[src/rtl/ticket_cnt_arbiter.sv]
// Round-robin arbiter handing out tickets from one persistent counter.
// Optional macro CNT_SAT_EN: counter saturates at all-ones instead of wrapping.
module ticket_cnt_arbiter #(
    parameter int N    = 4,
    parameter int W    = 8,
    parameter int INIT = 1
) (
    input  logic         clk,
    input  logic         rst_n,
    input  logic [N-1:0] req_i,
    input  logic [N-1:0] ack_i,
    input  logic         clr_i,
    output logic [N-1:0] gnt_o,
    output logic [W-1:0] ticket_o,
    output logic         busy_o
);
    localparam int PW = (N > 1) ? $clog2(N) : 1;

    typedef enum logic {IDLE, GRANT} state_t;

    state_t        state, state_nxt;
    logic [W-1:0]  cnt, cnt_nxt, cnt_inc;
    logic [PW-1:0] ptr, ptr_nxt;
    logic [PW-1:0] win, win_nxt;
    logic [PW-1:0] pick;
    logic [N-1:0]  gnt, gnt_nxt;
    logic [W-1:0]  ticket, ticket_nxt;

    // First set request at or above ptr, wrapping past N-1 back to 0.
    always_comb begin
        logic found;
        int   idx;
        found = 1'b0;
        pick  = '0;
        idx   = 0;
        for (int i = 0; i < N; i++) begin
            idx = int'(ptr) + i;
            if (idx >= N) idx = idx - N;
            if (!found && req_i[idx]) begin
                found = 1'b1;
                pick  = PW'(idx);
            end
        end
    end

`ifdef CNT_SAT_EN
    assign cnt_inc = (&cnt) ? cnt : cnt + 1'b1;
`else
    assign cnt_inc = cnt + 1'b1;
`endif

    always_comb begin
        state_nxt  = state;
        cnt_nxt    = cnt;
        ptr_nxt    = ptr;
        win_nxt    = win;
        gnt_nxt    = gnt;
        ticket_nxt = ticket;
        case (state)
            IDLE: begin
                if (|req_i) begin
                    state_nxt  = GRANT;
                    win_nxt    = pick;
                    gnt_nxt    = N'(1) << pick;
                    ticket_nxt = cnt;
                end
            end
            GRANT: begin
                // Only the holder's ack releases; a dropped req does nothing.
                if (ack_i[win]) begin
                    state_nxt = IDLE;
                    gnt_nxt   = '0;
                    cnt_nxt   = cnt_inc;
                    ptr_nxt   = (win == PW'(N - 1)) ? '0 : win + 1'b1;
                end
            end
            default: state_nxt = IDLE;
        endcase
        // Clear beats a coincident release increment.
        if (clr_i) cnt_nxt = W'(INIT);
    end

    always_ff @(posedge clk or negedge rst_n) begin
        if (!rst_n) begin
            state  <= IDLE;
            cnt    <= W'(INIT);
            ptr    <= '0;
            win    <= '0;
            gnt    <= '0;
            ticket <= '0;
        end else begin
            state  <= state_nxt;
            cnt    <= cnt_nxt;
            ptr    <= ptr_nxt;
            win    <= win_nxt;
            gnt    <= gnt_nxt;
            ticket <= ticket_nxt;
        end
    end

    assign gnt_o    = gnt;
    assign ticket_o = ticket;
    assign busy_o   = (state == GRANT);
endmodule

[config.mk]
export PLATFORM = sky130hd
export DESIGN_NAME = ticket_cnt_arbiter
export DESIGN_NICKNAME = d
export VERILOG_FILES = /design/src/rtl/ticket_cnt_arbiter.sv
export SDC_FILE = /design/constraint.sdc
export NUM_CORES = 1
export LEC_CHECK = 0
export ABC_CLOCK_PERIOD_IN_PS = 4000
export BUFFER_PORTS_ARGS = -buffer_cell sky130_fd_sc_hd__buf_4
export CORE_UTILIZATION = 40
export DETAILED_ROUTE_END_ITERATION = 12
export SLEW_MARGIN = 20
export SYNTH_ARGS = -nofsm -noshare
export SYNTH_HDL_FRONTEND = slang
export SYNTH_SLANG_ARGS = --single-unit
[constraint.sdc]
create_clock -name clk -period 4 [get_ports clk]
set_clock_uncertainty 0.1 [all_clocks]
set_input_delay 0.8 -clock clk [delete_from_list [all_inputs] [get_ports clk]]
set_output_delay 0.8 -clock clk [all_outputs]
set_load 0.01 [all_outputs]
==> impl_metrics.py, run 1 <==
metrics = {
    "sta": {
        "fmax_ghz": 0.535,
        "maxSlewViolCount": 0,
        "finalSetupTns_ns": 0,
        "setup_viol": 0,
        "slew_headroom_pct": 53.6,
        "rsz0062_at_grt": "no",
        "min_period_over_period_pct": 46.7,
        "worst_slew_pin_slew_ns": 0.692,
        "layout_min_cycle_time_ns": 1.87,
        "hold_viol": 0,
        "whs_ns": 0.261,
    },
    "synthesis": {
        "synth_compound_area_share_pct": 14.5,
        "synth_top_family_by_area": "simple AND/OR/NAND/NOR gates",
        "synth_edf_count": 0,
        "synth-simple-area-share_pct": 23.8,
        "synth_top_flop_cell": "dfrtp_1",
        "avgSynthCellArea_um2": 9.29,
        "synth_top_area_share_pct": 49.7,
        "syn_area_um2": 1210,
        "yosysTopAreaCell": "dfrtp_1",
        "synthTopCellsByArea": "dfrtp_1 (50%), nand2_1 (12%), a21oi_1 (2.9%)",
        "yosysMostFrequentCell": "nand2_1",
        "ys_ff_latch": 25,
        "yosysWarnings": 0,
        "async_flop_share_pct": 100,
        "syn_nets": 143,
        "syn_inst": 130,
        "synth_mux_area_share_pct": 4.35,
        "ys_types": 33,
        "synth_xor_area_share_pct": 0.725,
        "synth_adder_area_share_pct": 2.07,
        "yosys-top-cells-count": "nand2_1 (37), dfrtp_1 (24), a21oi_1 (7)",
        "yosysSeqAreaShare_pct": 51.9,
    },
    "critical_path": {
        "r2r_cells": 4,
        "rr_startpoint": "win[0]",
        "reg2reg_slack_ns": 2.17,
        "critical_path_class": "primary input to flop",
        "cp-end-kind": "flop",
        "worst-path-max-fanout": 11,
        "crit_required_ns": 4.11,
        "critPathLaunchType": "primary input",
        "cp.arrival_ns": 1.98,
        "reg2reg_to": "cnt[7]",
    },
    "final_layout": {
        "regArea_um2": 627,
        "multi_input_area_um2": 549,
        "nets": 166,
        "drive_gt1_share_pct": 22.4,
        "diodes": 0,
        "fin_area_um2": 1430,
        "syn_to_final_growth_pct": 18.3,
        "nFillCells": 276,
        "fin_cells": 183,
    },
    "power_and_ir_drop": {
        "finalPower_w": 0.000848,
        "switching_share_pct": 39.5,
        "p_leak_nw": 0.701,
        "powerDensity_nw_per_um2": 593,
        "p_switching_w": 0.000334,
        "p_comb_share_pct": 41.0,
        "cell_internal_pwr_w": 0.000513,
        "pwr-share-clk_pct": 13.2,
        "seq_power_share_pct": 45.8,
        "ir_drop_mv": 0.379,
    },
    "routing": {
        "drc": 2,
        "vias": 973,
        "routed_wirelength_um": 2390,
        "drtIter0Drc": 29,
        "routedWlPerCell_um": 13.1,
        "firstDrtPassIters": 10,
        "viasPerCell": 5.32,
        "ant_nets": 0,
    },
    "placed_design": {
        "place_inst": 179,
        "place_hpwl_um": 1770,
        "port_buffers": 23,
        "placed_cell_area_um2": 1400,
        "gp_congestion": 0.734,
    },
    "grt": {
        "grt_busiest_layer": "met1",
        "grt_pass1_vias": 892,
        "grt_use_met3_pct": 2.72,
        "antenna_found_initial": 0,
        "grt_util_all_layers_pct": 16.3,
        "grt_pass1_wl_um": 4130,
        "use_met1_pct": 24.3,
        "use_met2_pct": 24.2,
        "grt_max_degree": 26,
        "grt_overflow": 0,
    },
    "clock_network": {
        "cts_setup_buffers": 0,
        "postCtsResizedCells": 0,
        "clk_latency_ns": 0.31,
        "clkSinkCount": 25,
        "cts_tree": "yes",
        "cts_buffers": 3,
        "clk_pin_slew_ns": 0.14,
        "cts-root-buf": "clkbuf_4",
        "cts_max_path_buffers": 2,
        "holdBufCountCts": 0,
        "htreeDepth": 1,
    },
    "flow_run": {
        "drv_cap": 0,
    },
    "die": {
        "die_area_um2": 3240,
        "ios": 24,
        "core_um2": 2810,
        "start_util_pct": 43.0,
        "die_x_um": 56.9,
        "num_rows": 19,
        "dieHeight_um": 56.9,
    },
    "outcome": {
        "violations": "DRC",
        "status": "finished with violations",
    },
    "hold_path": {
        "hp-class": "primary input to async pin",
    },
}
-- registers in the layout, summed over array words and instances (netlist names) --
name and count:
cnt 8, ticket_o 8, gnt_o 4, ptr 2
win 2, busy_o 1
-- stage by stage --
| stage | util, % | setup WS (ns) |
|---|---|---|
| 2_1_floorplan | - | 1.96 |
| 3_3_place_gp | 49.9 | 1.86 |
| 3_5_place_dp | 49.9 | 1.78 |
| 4_1_cts | 50.9 | 2.13 |
| 5_1_grt | 50.9 | 2.03 |
| 6_report | 50.9 | 2.13 |
-- critical path, stage by stage --
cell and delay, ns:
buf_4 0.12, nor4_1 0.44, nor2_1 0.28, mux2_2 0.33
-- area by class of cell --
cell class	count	share of cell area [%]
Sequential cell	25	43.9
Multi-Input combinational cell	97	38.4
Timing Repair Buffer	23	12.1
Tap cell	31	2.71
Clock buffer	3	1.58
Inverter	3	0.788
Clock inverter	1	0.525
-- cells by family after synthesis --
kind of cell,Yosys count
compound gates,26
mux,5
fa+ha+maj,2
xor+xnor,1
buf+inv,8
flops,25
simple gates,63
-- cells in the final DEF (no fill, tap or decap), drive strengths merged, types with 2 or more instances in the layout --
master	count
mux2i	3
nand2	37
nor2	4
o21ai	6
o22ai	2
buf	23
mux2	2
ha	2
nand2b	3
dfrtp	24
or3	4
inv	3
o31ai	4
clkbuf	3
and3	2
nand3	5
a21oi	7
a31o	2
and2	2
-- worst max path at each step --
stage / start / endpoint / slack (ns) / cells past startpoint
after CTS: req_i[0] / win[1] / 2.13 / 4
after detailed placement: req_i[0] / win[1] / 1.78 / 4
after global placement: req_i[0] / gnt_o[2] / 1.86 / 5
final: req_i[0] / win[1] / 2.13 / 4
after global routing: req_i[0] / win[1] / 2.03 / 4
after floorplan: req_i[0] / gnt_o[0] / 1.96 / 6
-- layer usage --
metal | part of all wire (%) | wire length, um
met4 | 0.75 | 18
met2 | 44 | 1050
met3 | 3.8 | 91
met5 | 0 | 0
met1 | 52 | 1230
-- power groups by stage --
stage               Clock (W)  Combinational [W]  Sequential (W)
floorplan                   0           0.000232        0.000392
global route         0.000130           0.000390        0.000398
CTS                  0.000122           0.000353        0.000388
global placement            0           0.000342        0.000390
detailed placement          0           0.000351        0.000393
finish               0.000112           0.000348        0.000388
Note: power is estimated with default switching activity, not from simulation.
==> run 2, diff against run 1 <==
--- a/config.mk
+++ b/config.mk
@@ -5,7 +5,7 @@
 export SDC_FILE = /design/constraint.sdc
 export NUM_CORES = 1
 export LEC_CHECK = 0
-export ABC_CLOCK_PERIOD_IN_PS = 4000
+export ABC_CLOCK_PERIOD_IN_PS = 1910
 export BUFFER_PORTS_ARGS = -buffer_cell sky130_fd_sc_hd__buf_4
 export CORE_UTILIZATION = 40
 export DETAILED_ROUTE_END_ITERATION = 12
==> constraint.sdc (replaced) <==
create_clock -name clk -period 1.91 [get_ports clk]
set_clock_uncertainty 0.1 [all_clocks]
set_input_delay 0.382 -clock clk [delete_from_list [all_inputs] [get_ports clk]]
set_output_delay 0.382 -clock clk [all_outputs]
set_load 0.01 [all_outputs]
==> impl_metrics.py, run 2 (synthesis results as in run 1) <==
metrics = {
    "outcome": {
        "status": "finished with violations",
        "violations": "DRC",
    },
    "sta": {
        "rsz0062_at_grt": "no",
        "hold_viol": 0,
        "min_period_over_period_pct": 95.5,
        "layout_min_cycle_time_ns": 1.82,
        "worst_slew_pin_slew_ns": 0.473,
        "slew_headroom_pct": 68.2,
        "fmax_ghz": 0.548,
        "maxSlewViolCount": 0,
        "finalSetupTns_ns": 0,
        "setup_viol": 0,
    },
    "routing": {
        "drtIter0Drc": 33,
        "viasPerCell": 5.51,
        "vias": 1024,
        "ant_nets": 0,
        "routedWlPerCell_um": 13.0,
        "firstDrtPassIters": 8,
        "drc": 2,
        "routed_wirelength_um": 2420,
    },
    "die": {
        "die_x_um": 56.9,
        "num_rows": 19,
        "ios": 24,
        "start_util_pct": 43.0,
        "die_area_um2": 3240,
        "dieHeight_um": 56.9,
        "core_um2": 2810,
    },
    "grt": {
        "antenna_found_initial": 0,
        "grt_use_met3_pct": 2.72,
        "grt_pass1_wl_um": 4140,
        "use_met2_pct": 26.2,
        "use_met1_pct": 22.8,
        "grt_overflow": 0,
        "grt_max_degree": 26,
        "grt_pass1_vias": 965,
        "grt_busiest_layer": "met2",
        "grt_util_all_layers_pct": 16.6,
    },
    "final_layout": {
        "multi_input_area_um2": 549,
        "diodes": 0,
        "syn_to_final_growth_pct": 20.1,
        "nets": 169,
        "final_common_cell": "nand2_1",
        "regArea_um2": 627,
        "drive_gt1_share_pct": 22.6,
        "fin_cells": 186,
        "layout_common_cells": "nand2_1 (37), buf_4 (25), dfrtp_1 (24)",
        "nFillCells": 268,
        "fin_util_pct": 51.7,
    },
    "power_and_ir_drop": {
        "powerDensity_nw_per_um2": 1240,
        "p_leak_nw": 0.716,
        "finalPower_w": 0.00180,
        "ir_drop_mv": 0.697,
    },
    "critical_path": {
        "worst-path-max-fanout": 19,
        "rr_startpoint": "win[0]",
        "cp.arrival_ns": 1.98,
        "reg2reg_slack_ns": 0.09,
        "reg2reg_to": "cnt[7]",
        "r2r_cells": 4,
        "cp-end-kind": "flop",
        "crit_required_ns": 2.06,
        "critical_path_class": "flop to flop",
        "critPathLaunchType": "flop",
    },
    "hold_path": {
        "hp-class": "primary input to flop",
        "hp-start": "clr_i",
        "hold_end": "cnt[2]",
        "hold_depth": 2,
    },
    "clock_network": {
        "htreeDepth": 1,
        "clk_pin_slew_ns": 0.13,
        "cts_tree": "yes",
        "clk_latency_ns": 0.32,
        "cts_max_path_buffers": 2,
        "postCtsResizedCells": 0,
        "cts_buffers": 3,
        "clkSinkCount": 25,
        "cts-root-buf": "clkbuf_4",
    },
    "flow_run": {
        "drv_cap": 0,
    },
    "placed_design": {
        "place_hpwl_um": 1740,
        "port_buffers": 23,
        "gp_congestion": 0.732,
        "place_inst": 181,
    },
}
[run 2: cell count changes in the layout (fill, tap and decap cells not counted)]
cell / delta
clkbuf_1: +1
buf_4: +2
dlygate4sd3_1: +1
clkinvlp_4: -1
[run 2: final cells by class]
| cell class | count | share of cell area (%) |
|---|---|---|
| Multi-Input combinational cell | 97 | 37.9 |
| Sequential cell | 25 | 43.2 |
| Clock buffer | 4 | 1.81 |
| Tap cell | 31 | 2.67 |
| Inverter | 3 | 0.777 |
| Timing Repair Buffer | 26 | 13.6 |
[run 2: how the worst max path moves through the flow]
| stage | start | endpoint | depth (start not counted) |
|---|---|---|---|
| after floorplan | req_i[0] | gnt_o[0] | 6 |
| after detailed placement | win[0] | cnt[7] | 4 |
| after global routing | win[0] | cnt[7] | 4 |
| after CTS | win[0] | cnt[7] | 4 |
| after global placement | win[0] | cnt[7] | 4 |
| final | win[0] | cnt[7] | 4 |
[run 2: stage by stage]
stage | setup slack [ns] | hold WS (ns) | instance area [um2]
after detailed placement | 0.130 | 0.206 | 1410
after global routing | 0.0307 | 0.163 | 1450
after floorplan | 0.288 | -0.0136 | 1210
after global placement | 0.163 | 0.204 | 1410
final | 0.0851 | 0.182 | 1450
after CTS | 0.102 | 0.161 | 1450
[run 2: report_power, final]
part           leakage, nW  switching, W  total, W  internal (W)
registers            0.330      0.000145  0.000816      0.000671
logic                0.371      0.000402  0.000749      0.000347
clock network       0.0150      0.000156  0.000237     0.0000818
[run 2: repair_timing]
item | 4_1_cts | 5_1_grt
buffers inserted | 0 | 0
hold buffers | 1 | 0
hold endpoints to repair | 24 | 0
[run 2: critical path: stages (launching register included)]
cell and delay [ns]:
dfrtp_1 0.48, mux2i_1 0.18, o22a_4 0.32, or4_1 0.52
a21oi_1 0.16
[run 2: metal layers]
metal  share of wire (%)  vias to the layer above
met2                  44                       31
li1                    -                      501
met4                 1.9                        0
met3                 4.6                        5
met1                  50                      487
met5                   0                        -
